**src/rtl/seq_restoring_divider_if.sv**
```systemverilog
// Start/done handshake and result bus for seq_restoring_divider.
// Optional macro SEQ_DIV_OVF_EN adds the overflow flag.
`timescale 1ns/1ps
interface seq_restoring_divider_if #(
  parameter int unsigned WIDTH = 8
);
  logic             start;
  logic [WIDTH-1:0] dividend;
  logic [WIDTH-1:0] divisor;
  logic             busy;
  logic             done;
  logic [WIDTH-1:0] quotient;
  logic [WIDTH-1:0] remainder;
  logic             div_by_zero;
`ifdef SEQ_DIV_OVF_EN
  logic             overflow;

  modport master (
    output start, dividend, divisor,
    input  busy, done, quotient, remainder, div_by_zero, overflow
  );
  modport slave (
    input  start, dividend, divisor,
    output busy, done, quotient, remainder, div_by_zero, overflow
  );
`else
  modport master (
    output start, dividend, divisor,
    input  busy, done, quotient, remainder, div_by_zero
  );
  modport slave (
    input  start, dividend, divisor,
    output busy, done, quotient, remainder, div_by_zero
  );
`endif
endinterface

```
**src/rtl/seq_restoring_divider.sv**
```systemverilog
// Multi-cycle restoring divider, one quotient bit per clock, start/done handshake.
// Signed (truncating) or unsigned operands; reports divide-by-zero.
// Optional macro SEQ_DIV_OVF_EN adds an overflow flag for MOST_NEG / -1.
`timescale 1ns/1ps
module seq_restoring_divider #(
  parameter int unsigned WIDTH  = 8,
  parameter int unsigned SIGNED = 1
) (
  input  logic                  clk,
  input  logic                  rst_n,
  seq_restoring_divider_if.slave bus
);

  localparam int unsigned CW = $clog2(WIDTH + 1);
  localparam logic [WIDTH-1:0] MOST_NEG = {1'b1, {(WIDTH-1){1'b0}}};

  typedef enum logic [1:0] {IDLE, CALC, FIX} state_t;

  state_t           state_q, state_d;
  logic [WIDTH-1:0] a_q, a_d;
  logic [WIDTH-1:0] b_q, b_d;
  logic [WIDTH:0]   p_q, p_d;
  logic [CW-1:0]    cnt_q, cnt_d;
  logic             neg_quo_q, neg_quo_d;
  logic             neg_rem_q, neg_rem_d;
  logic             dbz_flag_q, dbz_flag_d;
  logic             busy_q, busy_d;
  logic             done_q, done_d;
  logic [WIDTH-1:0] quo_q, quo_d;
  logic [WIDTH-1:0] rem_q, rem_d;
  logic             dbz_q, dbz_d;
`ifdef SEQ_DIV_OVF_EN
  logic             ovf_flag_q, ovf_flag_d;
  logic             ovf_q, ovf_d;
`endif

  logic [WIDTH:0]   shifted_c;
  logic [WIDTH:0]   diff_c;

  // Two's-complement magnitude in signed mode; MOST_NEG reads as 2^(WIDTH-1).
  function automatic logic [WIDTH-1:0] mag(input logic [WIDTH-1:0] v);
    if ((SIGNED != 0) && v[WIDTH-1]) return -v;
    return v;
  endfunction

  // Trial subtraction of one restoring step.
  always_comb begin
    shifted_c = (p_q << 1) | (WIDTH+1)'(a_q[WIDTH-1]);
    diff_c    = shifted_c - {1'b0, b_q};
  end

  // Next-state and datapath update.
  always_comb begin
    state_d    = state_q;
    a_d        = a_q;
    b_d        = b_q;
    p_d        = p_q;
    cnt_d      = cnt_q;
    neg_quo_d  = neg_quo_q;
    neg_rem_d  = neg_rem_q;
    dbz_flag_d = dbz_flag_q;
    busy_d     = busy_q;
    done_d     = 1'b0;
    quo_d      = quo_q;
    rem_d      = rem_q;
    dbz_d      = dbz_q;
`ifdef SEQ_DIV_OVF_EN
    ovf_flag_d = ovf_flag_q;
    ovf_d      = ovf_q;
`endif
    unique case (state_q)
      IDLE: begin
        if (bus.start) begin
          busy_d     = 1'b1;
          dbz_flag_d = (bus.divisor == '0);
          // Divide-by-zero keeps the raw dividend in A for the remainder output.
          a_d        = dbz_flag_d ? bus.dividend : mag(bus.dividend);
          b_d        = mag(bus.divisor);
          p_d        = '0;
          cnt_d      = CW'(WIDTH);
          neg_quo_d  = (SIGNED != 0) && (bus.dividend[WIDTH-1] ^ bus.divisor[WIDTH-1]);
          neg_rem_d  = (SIGNED != 0) && bus.dividend[WIDTH-1];
`ifdef SEQ_DIV_OVF_EN
          ovf_flag_d = (SIGNED != 0) && (bus.dividend == MOST_NEG) && (bus.divisor == '1);
`endif
          state_d    = dbz_flag_d ? FIX : CALC;
        end
      end
      CALC: begin
        if (diff_c[WIDTH]) begin
          p_d = shifted_c;
          a_d = {a_q[WIDTH-2:0], 1'b0};
        end else begin
          p_d = diff_c;
          a_d = {a_q[WIDTH-2:0], 1'b1};
        end
        cnt_d = cnt_q - CW'(1);
        if (cnt_q == CW'(1)) state_d = FIX;
      end
      FIX: begin
        if (dbz_flag_q) begin
          quo_d = '1;
          rem_d = a_q;
        end else begin
          quo_d = neg_quo_q ? -a_q : a_q;
          rem_d = neg_rem_q ? -p_q[WIDTH-1:0] : p_q[WIDTH-1:0];
        end
        dbz_d   = dbz_flag_q;
`ifdef SEQ_DIV_OVF_EN
        ovf_d   = ovf_flag_q;
`endif
        done_d  = 1'b1;
        busy_d  = 1'b0;
        state_d = IDLE;
      end
      default: state_d = IDLE;
    endcase
  end

  // State and datapath registers.
  always_ff @(posedge clk or negedge rst_n) begin
    if (!rst_n) begin
      state_q    <= IDLE;
      a_q        <= '0;
      b_q        <= '0;
      p_q        <= '0;
      cnt_q      <= '0;
      neg_quo_q  <= 1'b0;
      neg_rem_q  <= 1'b0;
      dbz_flag_q <= 1'b0;
      busy_q     <= 1'b0;
      done_q     <= 1'b0;
      quo_q      <= '0;
      rem_q      <= '0;
      dbz_q      <= 1'b0;
`ifdef SEQ_DIV_OVF_EN
      ovf_flag_q <= 1'b0;
      ovf_q      <= 1'b0;
`endif
    end else begin
      state_q    <= state_d;
      a_q        <= a_d;
      b_q        <= b_d;
      p_q        <= p_d;
      cnt_q      <= cnt_d;
      neg_quo_q  <= neg_quo_d;
      neg_rem_q  <= neg_rem_d;
      dbz_flag_q <= dbz_flag_d;
      busy_q     <= busy_d;
      done_q     <= done_d;
      quo_q      <= quo_d;
      rem_q      <= rem_d;
      dbz_q      <= dbz_d;
`ifdef SEQ_DIV_OVF_EN
      ovf_flag_q <= ovf_flag_d;
      ovf_q      <= ovf_d;
`endif
    end
  end

  assign bus.busy        = busy_q;
  assign bus.done        = done_q;
  assign bus.quotient    = quo_q;
  assign bus.remainder   = rem_q;
  assign bus.div_by_zero = dbz_q;
`ifdef SEQ_DIV_OVF_EN
  assign bus.overflow    = ovf_q;
`endif

endmodule
```
**src/flat_wrapper.sv**
```systemverilog
// flat-port wrapper written by rule: the top's interface ports become plain ports
module seq_restoring_divider_flat 
#(
  parameter int unsigned WIDTH  = 8,
  parameter int unsigned SIGNED = 1
)
  (clk, rst_n, bus_start, bus_dividend, bus_divisor, bus_busy, bus_done, bus_quotient, bus_remainder, bus_div_by_zero);
  seq_restoring_divider_if #(.WIDTH(WIDTH)) bus_i ();
  input  logic clk;
  input  logic rst_n;
  input wire logic [$bits(bus_i.start)-1:0] bus_start;
  input wire logic [$bits(bus_i.dividend)-1:0] bus_dividend;
  input wire logic [$bits(bus_i.divisor)-1:0] bus_divisor;
  output wire logic [$bits(bus_i.busy)-1:0] bus_busy;
  output wire logic [$bits(bus_i.done)-1:0] bus_done;
  output wire logic [$bits(bus_i.quotient)-1:0] bus_quotient;
  output wire logic [$bits(bus_i.remainder)-1:0] bus_remainder;
  output wire logic [$bits(bus_i.div_by_zero)-1:0] bus_div_by_zero;
  assign bus_i.start = bus_start;
  assign bus_i.dividend = bus_dividend;
  assign bus_i.divisor = bus_divisor;
  assign bus_busy = bus_i.busy;
  assign bus_done = bus_i.done;
  assign bus_quotient = bus_i.quotient;
  assign bus_remainder = bus_i.remainder;
  assign bus_div_by_zero = bus_i.div_by_zero;
  seq_restoring_divider #(.WIDTH(WIDTH), .SIGNED(SIGNED)) u_core (.clk(clk), .rst_n(rst_n), .bus(bus_i));
endmodule
```
**config.mk**
```make
export PLATFORM = sky130hd
export DESIGN_NAME = seq_restoring_divider_flat
export DESIGN_NICKNAME = d
export VERILOG_FILES = /design/src/rtl/seq_restoring_divider_if.sv /design/src/rtl/seq_restoring_divider.sv /design/src/flat_wrapper.sv
export SDC_FILE = /design/constraint.sdc
export NUM_CORES = 1
export LEC_CHECK = 0
export BUFFER_PORTS_ARGS = -buffer_cell sky130_fd_sc_hd__buf_2
export CAP_MARGIN = 20
export CORE_AREA = 3 3 75 77
export DETAILED_ROUTE_END_ITERATION = 12
export DIE_AREA = 0 0 78 80
export GPL_ROUTABILITY_DRIVEN = 0
export PLACE_DENSITY_LB_ADDON = 0.12
export SYNTH_ARGS = -nofsm -noshare
export SYNTH_HDL_FRONTEND = slang
export SYNTH_SLANG_ARGS = --single-unit
```
**constraint.sdc**
```tcl
create_clock -name clk -period 5.9 [get_ports clk]
set_clock_uncertainty 0.15 [all_clocks]
set_input_delay 1.18 -clock clk [delete_from_list [all_inputs] [get_ports clk]]
set_output_delay 1.18 -clock clk [all_outputs]
set_load 0.02 [all_outputs]
```
==> results of run 1 <==
-- cell families after synthesis --
family | share of synthesized area [%]
buf+inv | 4.58
xor+xnor | 8.51
simple gates | 18.1
fa+ha+maj | 6.32
compound gates | 17.4
mux | 2.92
flops | 42.1
-- per-stage QoR --
| step | setup slack [ns] | total power, µW |
|---|---|---|
| floorplan | 3.04 | 1490 |
| global placement | 2.88 | 1720 |
| detailed placement | 2.83 | 1740 |
| CTS | 2.87 | 1940 |
| global route | 2.61 | 2130 |
| finish | 2.87 | 1930 |
-- area by class of cell --
class	count	area share [%]
multi-input combinational	264	48.5
tap	70	2.58
clock inverter	1	0.147
inverter	22	2.43
sequential	52	38.3
clock buffer	6	2.14
timing repair buffer	39	5.90
-- power by group --
group	internal (µW)	switching (µW)
combinational	454	602
clock	80.9	109
sequential	513	169
total	1050	880
-- path summary, 6_finish.rpt --
check,start,endpoint,cells after the start
max,u_core.a_q[7],u_core.p_q[2],9
min,u_core.bus.remainder[4],u_core.bus.remainder[4],2
max reg2reg,u_core.a_q[7],u_core.p_q[2],9
min reg2reg,u_core.bus.remainder[4],u_core.bus.remainder[4],2
max in group asynchronous,rst_n,u_core.dbz_flag_q,2
min in group asynchronous,rst_n,u_core.p_q[7],2
-- worst register-to-register path, cell delays in order, from the launching register on --
cell and delay, ns:
dfrtp_1 0.38, inv_1 0.10, ha_1 0.22, fa_1 0.41
nor2b_1 0.16, o211ai_1 0.12, a32o_1 0.32, xor2_1 0.71
mux2i_1 0.26, o21ai_0 0.08
-- layer usage --
layer / vias to the layer above / GRT usage, % / wire length (µm)
met5: - / 0 / 0
met4: 0 / 9.79 / 153
met3: 14 / 4.18 / 267
met2: 69 / 34.9 / 2990
met1: 1205 / 32.2 / 3070
li1: 1278 / - / -
-- flip-flops by register name, summed over array words and instances (netlist names), 2 cells and up --
signal / flops
u_core.p_q: 8
u_core.bus.quotient: 8
u_core.b_q: 8
u_core.bus.remainder: 8
u_core.state_q: 2
u_core.cnt_q: 4
u_core.a_q: 8
-- placed cells by master (no fill, tap or decap), types with 2 or more instances in the layout --
master / count
o311ai_0: 5
a31oi_1: 3
inv_1: 20
xnor2_1: 17
mux2i_1: 9
buf_2: 37
and3_1: 2
nand3b_1: 5
ha_1: 14
o21ai_0: 30
clkinv_1: 2
nor3b_1: 2
o211ai_1: 2
dfrtp_1: 52
or3_1: 4
nand2_1: 51
xor2_1: 13
o22ai_1: 4
nor2b_1: 6
o31ai_1: 5
nor2_1: 28
buf_4: 2
nor3_1: 6
o21a_1: 2
a21oi_1: 28
clkbuf_8: 5
nor4_1: 2
nand3_1: 9
nand2b_1: 6
==> impl_results.html, run 1 <==
<table>
<tr><th>Metric</th><th>Value</th></tr>
<tr><th colspan="2">Final layout</th></tr>
<tr><td>Area growth syn-to-layout</td><td>9.92%</td></tr>
<tr><td>Number of nets at the end of the flow</td><td>approximately 420</td></tr>
<tr><td>Multi-input combinational cell area</td><td>approximately 1600 µm²</td></tr>
<tr><td>Antenna diode instance count</td><td>0</td></tr>
<tr><td>Fill cell instance count of the final layout</td><td>~470</td></tr>
<tr><td>Area of all sequential standard cells</td><td>1300 µm²</td></tr>
<tr><td>Share of the core filled with cells in the final layout</td><td>~67%</td></tr>
<tr><td>Post-route cell area</td><td>3400 µm²</td></tr>
<tr><td>Final Instance Count excl. Fillers</td><td>approximately 450</td></tr>
<tr><td>Fraction of final layout cells sized beyond drive strength 1</td><td>roughly an eighth</td></tr>
<tr><th colspan="2">Route</th></tr>
<tr><td>TritonRoute pass-1 iters</td><td>4</td></tr>
<tr><td>Total vias in the final route</td><td>between 2000 and 3000</td></tr>
<tr><td>Detailed-route wire length</td><td>between 6000 and 7000 µm</td></tr>
<tr><td>Remaining number of nets flagged by the antenna check after routing</td><td>0</td></tr>
<tr><td>Remaining DRCs</td><td>0</td></tr>
<tr><td>First DRT Iteration DRCs</td><td>146</td></tr>
<tr><td>Routed length per placed instance</td><td>about 14 µm</td></tr>
<tr><td>Drt via density</td><td>~5.7</td></tr>
<tr><th colspan="2">STA</th></tr>
<tr><td>Worst-case hold slack</td><td>about 0.33 ns</td></tr>
<tr><td>Highest clock rate</td><td>about 330 MHz</td></tr>
<tr><td>Relative max-transition margin</td><td>between 30% and 40%</td></tr>
<tr><td>Minimum period implied by the final worst setup slack</td><td>3.03 ns</td></tr>
<tr><td>Finish-stage setup viols</td><td>0</td></tr>
<tr><td>Tcrit/Tclk final</td><td>between 50% and 60%</td></tr>
<tr><td>Final hold violations</td><td>0</td></tr>
<tr><td>Max-slew violation total from the final report</td><td>0</td></tr>
<tr><td>Transition time at the pin with the least slew margin</td><td>approximately 0.92 ns</td></tr>
<tr><td>Sum of negative setup slack</td><td>0 ns</td></tr>
<tr><td>Setup repair after global routing missed its margin</td><td>false</td></tr>
<tr><th colspan="2">Clock network</th></tr>
<tr><td>Clock net sink count</td><td>52</td></tr>
<tr><td>Total of hold buffers inserted after clock tree synthesis</td><td>0</td></tr>
<tr><td>Cts bufs inserted</td><td>5</td></tr>
<tr><td>Post-CTS sizing</td><td>0</td></tr>
<tr><td>Clock slew at the register clock pins of the worst setup and hold paths</td><td>approximately 0.09 ns</td></tr>
<tr><td>Cell at the root of the clock tree</td><td>clkbuf_8</td></tr>
<tr><td>Number of buffers on the longest clock path</td><td>2</td></tr>
<tr><td>Post-CTS Setup Inserts</td><td>0</td></tr>
<tr><td>H-tree depth reported by CTS</td><td>2</td></tr>
<tr><td>Clock tree from TritonCTS</td><td>built</td></tr>
<tr><td>Clock insertion delay at the later pin of the skew report</td><td>about 0.30 ns</td></tr>
<tr><th colspan="2">Die</th></tr>
<tr><td>Number of ports placed on the die boundary</td><td>38</td></tr>
<tr><td>Area of the placeable core</td><td>around 5000 µm²</td></tr>
<tr><td>Die footprint</td><td>approximately 6200 µm²</td></tr>
<tr><td>Die Span X</td><td>about 78 µm</td></tr>
<tr><td>Die Y-Extent</td><td>about 80 µm</td></tr>
<tr><td>Number of core rows</td><td>26</td></tr>
<tr><td>Initial cell density of the core</td><td>between 60% and 70%</td></tr>
<tr><th colspan="2">GRT</th></tr>
<tr><td>Number of antenna violations at the first check in global routing</td><td>0</td></tr>
<tr><td>First-pass GRT wire length</td><td>roughly 11000 µm</td></tr>
<tr><td>Congestion Overflow GR</td><td>0</td></tr>
<tr><td>Aggregate global-route resource usage</td><td>23.0%</td></tr>
<tr><td>Largest net degree at the start of global routing</td><td>53</td></tr>
<tr><td>Via count of the first global-routing pass</td><td>2433</td></tr>
<tr><th colspan="2">Synth</th></tr>
<tr><td>Fraction of post-synthesis cell area in the top cell type by area</td><td>~42%</td></tr>
<tr><td>Mean post-synth cell area</td><td>8.75 µm²</td></tr>
<tr><td>Top-count cell post-synth</td><td>dfrtp_1</td></tr>
<tr><td>Post-Syn Nets</td><td>387</td></tr>
<tr><td>Count of state elements after synthesis</td><td>52</td></tr>
<tr><td>Distinct cell type count after synthesis</td><td>40</td></tr>
<tr><td>Yosys warns</td><td>0</td></tr>
<tr><td>Synthesized instance count</td><td>about 350</td></tr>
<tr><td>EDFF count, synth</td><td>0</td></tr>
<tr><td>Post-synthesis instance area</td><td>roughly 3100 µm²</td></tr>
<tr><td>Sequential share of the synthesized area</td><td>roughly 42%</td></tr>
<tr><td>Cell types occupying the most area after synthesis</td><td>dfrtp_1, nand2_1, ha_1, o21ai_0, xnor2_1</td></tr>
<tr><td>Most frequent cells after synthesis</td><td>dfrtp_1, nand2_1, o21ai_0</td></tr>
<tr><td>Largest area contributor in the netlist</td><td>dfrtp_1</td></tr>
<tr><td>Proportion of synthesized flip-flops having asynchronous set or reset</td><td>100%</td></tr>
<tr><td>Most used flip-flop cell after synthesis</td><td>dfrtp_1</td></tr>
<tr><th colspan="2">Worst setup path</th></tr>
<tr><td>WP data arrival</td><td>~3.1 ns</td></tr>
<tr><td>Crit path largest cell delay</td><td>a little over 0.7 ns</td></tr>
<tr><td>Slowest CP cell</td><td>xor2_1</td></tr>
<tr><td>Chain of cells forming the critical path</td><td>inv_1, ha_1, fa_1, nor2b_1, o211ai_1, a32o_1, xor2_1, mux2i_1, o21ai_0</td></tr>
<tr><td>Worst Setup Path Type</td><td>reg2reg</td></tr>
<tr><td>Buffers plus inverters on the worst setup path</td><td>1</td></tr>
<tr><td>CP Capture Type</td><td>flop</td></tr>
<tr><td>Maximum fanout count along the critical path</td><td>14</td></tr>
<tr><td>Setup slack of the worst register-to-register path</td><td>roughly 2.9 ns</td></tr>
<tr><td>Cell type group with the largest total delay on the critical path</td><td>XOR/XNOR gates</td></tr>
<tr><td>Critical Path Start Type</td><td>flop</td></tr>
<tr><td>Required time of the critical path</td><td>just under 6 ns</td></tr>
<tr><th colspan="2">Job</th></tr>
<tr><td>Max capacitance violation total</td><td>0</td></tr>
<tr><th colspan="2">Power</th></tr>
<tr><td>Areal power density over the cells</td><td>568 nW/µm²</td></tr>
<tr><td>Leakage</td><td>0.00160 µW</td></tr>
<tr><td>Maximum vdd ir drop</td><td>~0.25 mV</td></tr>
<tr><th colspan="2">Placed design</th></tr>
<tr><td>Cell area reported after detailed placement</td><td>3320 µm²</td></tr>
<tr><td>Buffers on Ports</td><td>37</td></tr>
<tr><td>Number of instances in the placed design</td><td>roughly 450</td></tr>
<tr><td>Dpl hpwl</td><td>approximately 4800 µm</td></tr>
<tr><th colspan="2">Worst hold path</th></tr>
<tr><td>HP Class</td><td>reg2reg</td></tr>
<tr><th colspan="2">Outcome</th></tr>
<tr><td>Status</td><td>finished clean</td></tr>
</table>
Note: power is estimated with default switching activity, not from simulation.
==> run 2: changes to the inputs <==
Settings changed: CORE_AREA 3 3 75 77 to 3 3 81 83, DIE_AREA 0 0 78 80 to 0 0 84 86.
Clock period 5.9 ns to 2.6 ns, I/O delays scaled along.
==> run 2 against run 1 <==
  * Clock power rose to 2.6 times the previous value
  * Sequential share of layout area decreased by 2.1 points
  * Clock-buffer cell count did not move
  * First-iteration DRC count is 43% lower
  * Critical path depth stayed put
==> impl_results.html, run 2 (same netlist as run 1, synthesis figures left out) <==
<table>
<tr><th>Metric</th><th>Value</th></tr>
<tr><th colspan="2">STA</th></tr>
<tr><td>Transition time at the pin with the least slew margin</td><td>0.965 ns (+0.0448 ns)</td></tr>
<tr><td>Finish-stage setup viols</td><td>0 (unchanged)</td></tr>
<tr><td>Tcrit/Tclk final</td><td>93.2% (+42 points)</td></tr>
<tr><td>Highest clock rate</td><td>413 MHz (+25%)</td></tr>
<tr><td>Relative max-transition margin</td><td>35.4% (-3.0 points)</td></tr>
<tr><td>Minimum period implied by the final worst setup slack</td><td>2.42 ns (-0.608 ns)</td></tr>
<tr><td>Max-slew violation total from the final report</td><td>0 (unchanged)</td></tr>
<tr><td>Worst-case hold slack</td><td>0.326 ns (-0.00114 ns)</td></tr>
<tr><td>Final hold violations</td><td>0 (unchanged)</td></tr>
<tr><td>Setup repair after global routing missed its margin</td><td>false</td></tr>
<tr><td>Final worst slack</td><td>0.176 ns (-2.69 ns)</td></tr>
<tr><th colspan="2">Die</th></tr>
<tr><td>Die footprint</td><td>7220 µm² (+16%)</td></tr>
<tr><td>Die Span X</td><td>84 µm (+7.7%)</td></tr>
<tr><td>Initial cell density of the core</td><td>52.2% (-8.7 points)</td></tr>
<tr><td>Number of core rows</td><td>28 (+7.7%)</td></tr>
<tr><td>Area of the placeable core</td><td>5920 µm² (+17%)</td></tr>
<tr><td>Number of ports placed on the die boundary</td><td>38 (unchanged)</td></tr>
<tr><td>Die Y-Extent</td><td>86 µm (+7.5%)</td></tr>
<tr><th colspan="2">Final layout</th></tr>
<tr><td>Fill cell instance count of the final layout</td><td>516 (+11%)</td></tr>
<tr><td>Area growth syn-to-layout</td><td>16.2%</td></tr>
<tr><td>Area of all sequential standard cells</td><td>1300 µm² (unchanged)</td></tr>
<tr><td>Antenna diode instance count</td><td>0 (unchanged)</td></tr>
<tr><td>Fraction of final layout cells sized beyond drive strength 1</td><td>18.4% (+5.6 points)</td></tr>
<tr><td>Multi-input combinational cell area</td><td>1680 µm² (+1.7%)</td></tr>
<tr><td>Number of nets at the end of the flow</td><td>436 (+4.3%)</td></tr>
<tr><td>Commonest non-fill, non-tap cell in the layout</td><td>dfrtp_1</td></tr>
<tr><td>Commonest non-fill, non-tap cells in the layout</td><td>dfrtp_1, nand2_1, buf_2</td></tr>
<tr><th colspan="2">Route</th></tr>
<tr><td>First DRT Iteration DRCs</td><td>83 (-43%)</td></tr>
<tr><td>Drt via density</td><td>5.44 (-3.7%)</td></tr>
<tr><td>Routed length per placed instance</td><td>14.3 µm (+0.15%)</td></tr>
<tr><td>Total vias in the final route</td><td>2601 (+1.4%)</td></tr>
<tr><td>TritonRoute pass-1 iters</td><td>4 (unchanged)</td></tr>
<tr><td>Remaining DRCs</td><td>0 (unchanged)</td></tr>
<tr><td>Detailed-route wire length</td><td>6830 µm (+5.4%)</td></tr>
<tr><td>Remaining number of nets flagged by the antenna check after routing</td><td>0 (unchanged)</td></tr>
<tr><th colspan="2">Clock network</th></tr>
<tr><td>Cts bufs inserted</td><td>5 (unchanged)</td></tr>
<tr><td>H-tree depth reported by CTS</td><td>2 (unchanged)</td></tr>
<tr><td>Clock net sink count</td><td>52 (unchanged)</td></tr>
<tr><td>Clock insertion delay at the later pin of the skew report</td><td>0.31 ns (about the same)</td></tr>
<tr><td>Cell at the root of the clock tree</td><td>clkbuf_8</td></tr>
<tr><td>Clock tree from TritonCTS</td><td>built</td></tr>
<tr><td>Number of buffers on the longest clock path</td><td>2 (unchanged)</td></tr>
<tr><td>Clock slew at the register clock pins of the worst setup and hold paths</td><td>0.10 ns (about the same)</td></tr>
<tr><th colspan="2">Worst setup path</th></tr>
<tr><td>Maximum fanout count along the critical path</td><td>7 (-7)</td></tr>
<tr><td>Worst reg-to-reg path cell count</td><td>9 (unchanged)</td></tr>
<tr><td>Crit path largest cell delay</td><td>0.37 ns (-0.34 ns)</td></tr>
<tr><td>Slowest CP cell</td><td>dfrtp_1</td></tr>
<tr><td>Buffers plus inverters on the worst setup path</td><td>2 (+1)</td></tr>
<tr><td>Critical R2R Capture</td><td>u_core.p_q[3]</td></tr>
<tr><td>Required time of the critical path</td><td>2.67 ns (-3.25 ns)</td></tr>
<tr><td>CP Capture Type</td><td>flop</td></tr>
<tr><td>Cell type group with the largest total delay on the critical path</td><td>compound AO/OA/AOI/OAI gates</td></tr>
<tr><td>Critical Path Start Type</td><td>flop</td></tr>
<tr><td>Setup slack of the worst register-to-register path</td><td>0.18 ns (-2.69 ns)</td></tr>
<tr><td>Chain of cells forming the critical path</td><td>inv_1, ha_1, fa_2, nor2b_2, o211ai_1, a32o_2, xor2_2, buf_2, o311ai_1</td></tr>
<tr><td>Worst Setup Path Type</td><td>reg2reg</td></tr>
<tr><td>WP depth</td><td>9 (unchanged)</td></tr>
<tr><td>CP Capture Point</td><td>u_core.p_q[3]</td></tr>
<tr><td>CP startpoint</td><td>u_core.a_q[7]</td></tr>
<tr><td>Startpoint of the worst-slack reg-to-reg timing path</td><td>u_core.a_q[7]</td></tr>
<tr><td>WP data arrival</td><td>2.49 ns (-0.56 ns)</td></tr>
<tr><th colspan="2">GRT</th></tr>
<tr><td>Aggregate global-route resource usage</td><td>20.3% (-2.7 points)</td></tr>
<tr><td>Busiest grt layer</td><td>met2</td></tr>
<tr><td>Number of antenna violations at the first check in global routing</td><td>0 (unchanged)</td></tr>
<tr><td>Congestion Overflow GR</td><td>0 (unchanged)</td></tr>
<tr><td>Via count of the first global-routing pass</td><td>2482 (+2.0%)</td></tr>
<tr><td>Largest net degree at the start of global routing</td><td>23 (-57%)</td></tr>
<tr><td>Met2 GRT Util</td><td>33.8% (-1.2 points)</td></tr>
<tr><td>Met1 Usage GRT</td><td>27.8% (-4.4 points)</td></tr>
<tr><td>First-pass GRT wire length</td><td>11800 µm (+4.9%)</td></tr>
<tr><td>Global routing met3 resource utilization</td><td>3.46% (-0.72 points)</td></tr>
<tr><th colspan="2">Worst hold path</th></tr>
<tr><td>Worst hold path startpoint</td><td>u_core.bus.remainder[7]</td></tr>
<tr><td>HP Class</td><td>reg2reg</td></tr>
<tr><th colspan="2">Power</th></tr>
<tr><td>Areal power density over the cells</td><td>1350 nW/µm² (+140%)</td></tr>
<tr><td>Leakage</td><td>0.00170 µW (+6.2%)</td></tr>
<tr><td>Maximum vdd ir drop</td><td>0.700 mV (+180%)</td></tr>
<tr><th colspan="2">Placed design</th></tr>
<tr><td>Worst Setup Slack post-DPL</td><td>-0.0147 ns (-2.85 ns)</td></tr>
<tr><td>Dpl hpwl</td><td>5230 µm (+8.9%)</td></tr>
<tr><td>Buffers on Ports</td><td>37 (unchanged)</td></tr>
<tr><th colspan="2">Job</th></tr>
<tr><td>Max capacitance violation total</td><td>0 (unchanged)</td></tr>
<tr><th colspan="2">Outcome</th></tr>
<tr><td>Status</td><td>finished clean</td></tr>
</table>
-- run 2: changes by cell type in the layout (fill, tap and decap cells not counted), moves of 2 or more --
cell        previous run  this run
o311ai_2               0         2
buf_4                  2        17
o311ai_0               5         0
o311ai_1               0         3
clkinvlp_4             0         2
-- run 2: worst min path at each step --
| stage | end | depth (start not counted) | slack (ns) |
|---|---|---|---|
| 3_3_place_gp | u_core.bus.remainder[7] | 2 | 0.30 |
| 6_report | u_core.bus.remainder[7] | 2 | 0.33 |
| 5_1_grt | u_core.bus.remainder[4] | 2 | 0.36 |
| 4_1_cts | u_core.bus.quotient[0] | 2 | 0.34 |
| 3_5_place_dp | u_core.bus.div_by_zero | 2 | 0.32 |
| 2_1_floorplan | u_core.a_q[0] | 0 | 0.07 |
-- run 2: what timing repair did --
item / 4_1_cts / 5_1_grt
pin swaps: 0 / 1
hold buffers: 1 / 0
resized for setup: 1 / 11
endpoints found under the setup margin: 1 / 7
cloned: 0 / 1
endpoints found under the hold margin: 14 / 0
setup buffers: 0 / 2
-- run 2: layout make-up --
| class | count | area share [%] |
|---|---|---|
| Clock buffer | 6 | 2.30 |
| Clock inverter | 2 | 0.418 |
| Inverter | 22 | 2.30 |
| Multi-Input combinational cell | 264 | 46.7 |
| Sequential cell | 52 | 36.2 |
| Tap cell | 75 | 2.61 |
| Timing Repair Buffer | 57 | 9.45 |
-- run 2: power by group --
group	internal, µW	switching (µW)
Clock	216	275
Sequential	1160	345
Combinational	1310	1530
-- run 2: worst min-delay path, stage by stage (launching register included) --
cell and delay [ns]:
dfrtp_1 0.35, nand2_1 0.05, nand2_1 0.05
-- run 2: per-layer routing --
metal,up-vias,part of all wire (%)
met2,43,47
met4,0,1.1
li1,1319,-
met3,7,3.0
met5,-,0
met1,1232,48
-- run 2: per-stage QoR --
step	setup TNS, ns	util (%)	instance area (µm²)	power, µW	cells
finish	0	60.6	3590	4840	478
global route	0	60.6	3590	5350	478
CTS	0	59.8	3540	4650	475
detailed placement	-0.0147	57.9	3430	4140	466
global placement	0	57.9	3430	4080	466
floorplan	0	-	3090	3380	353
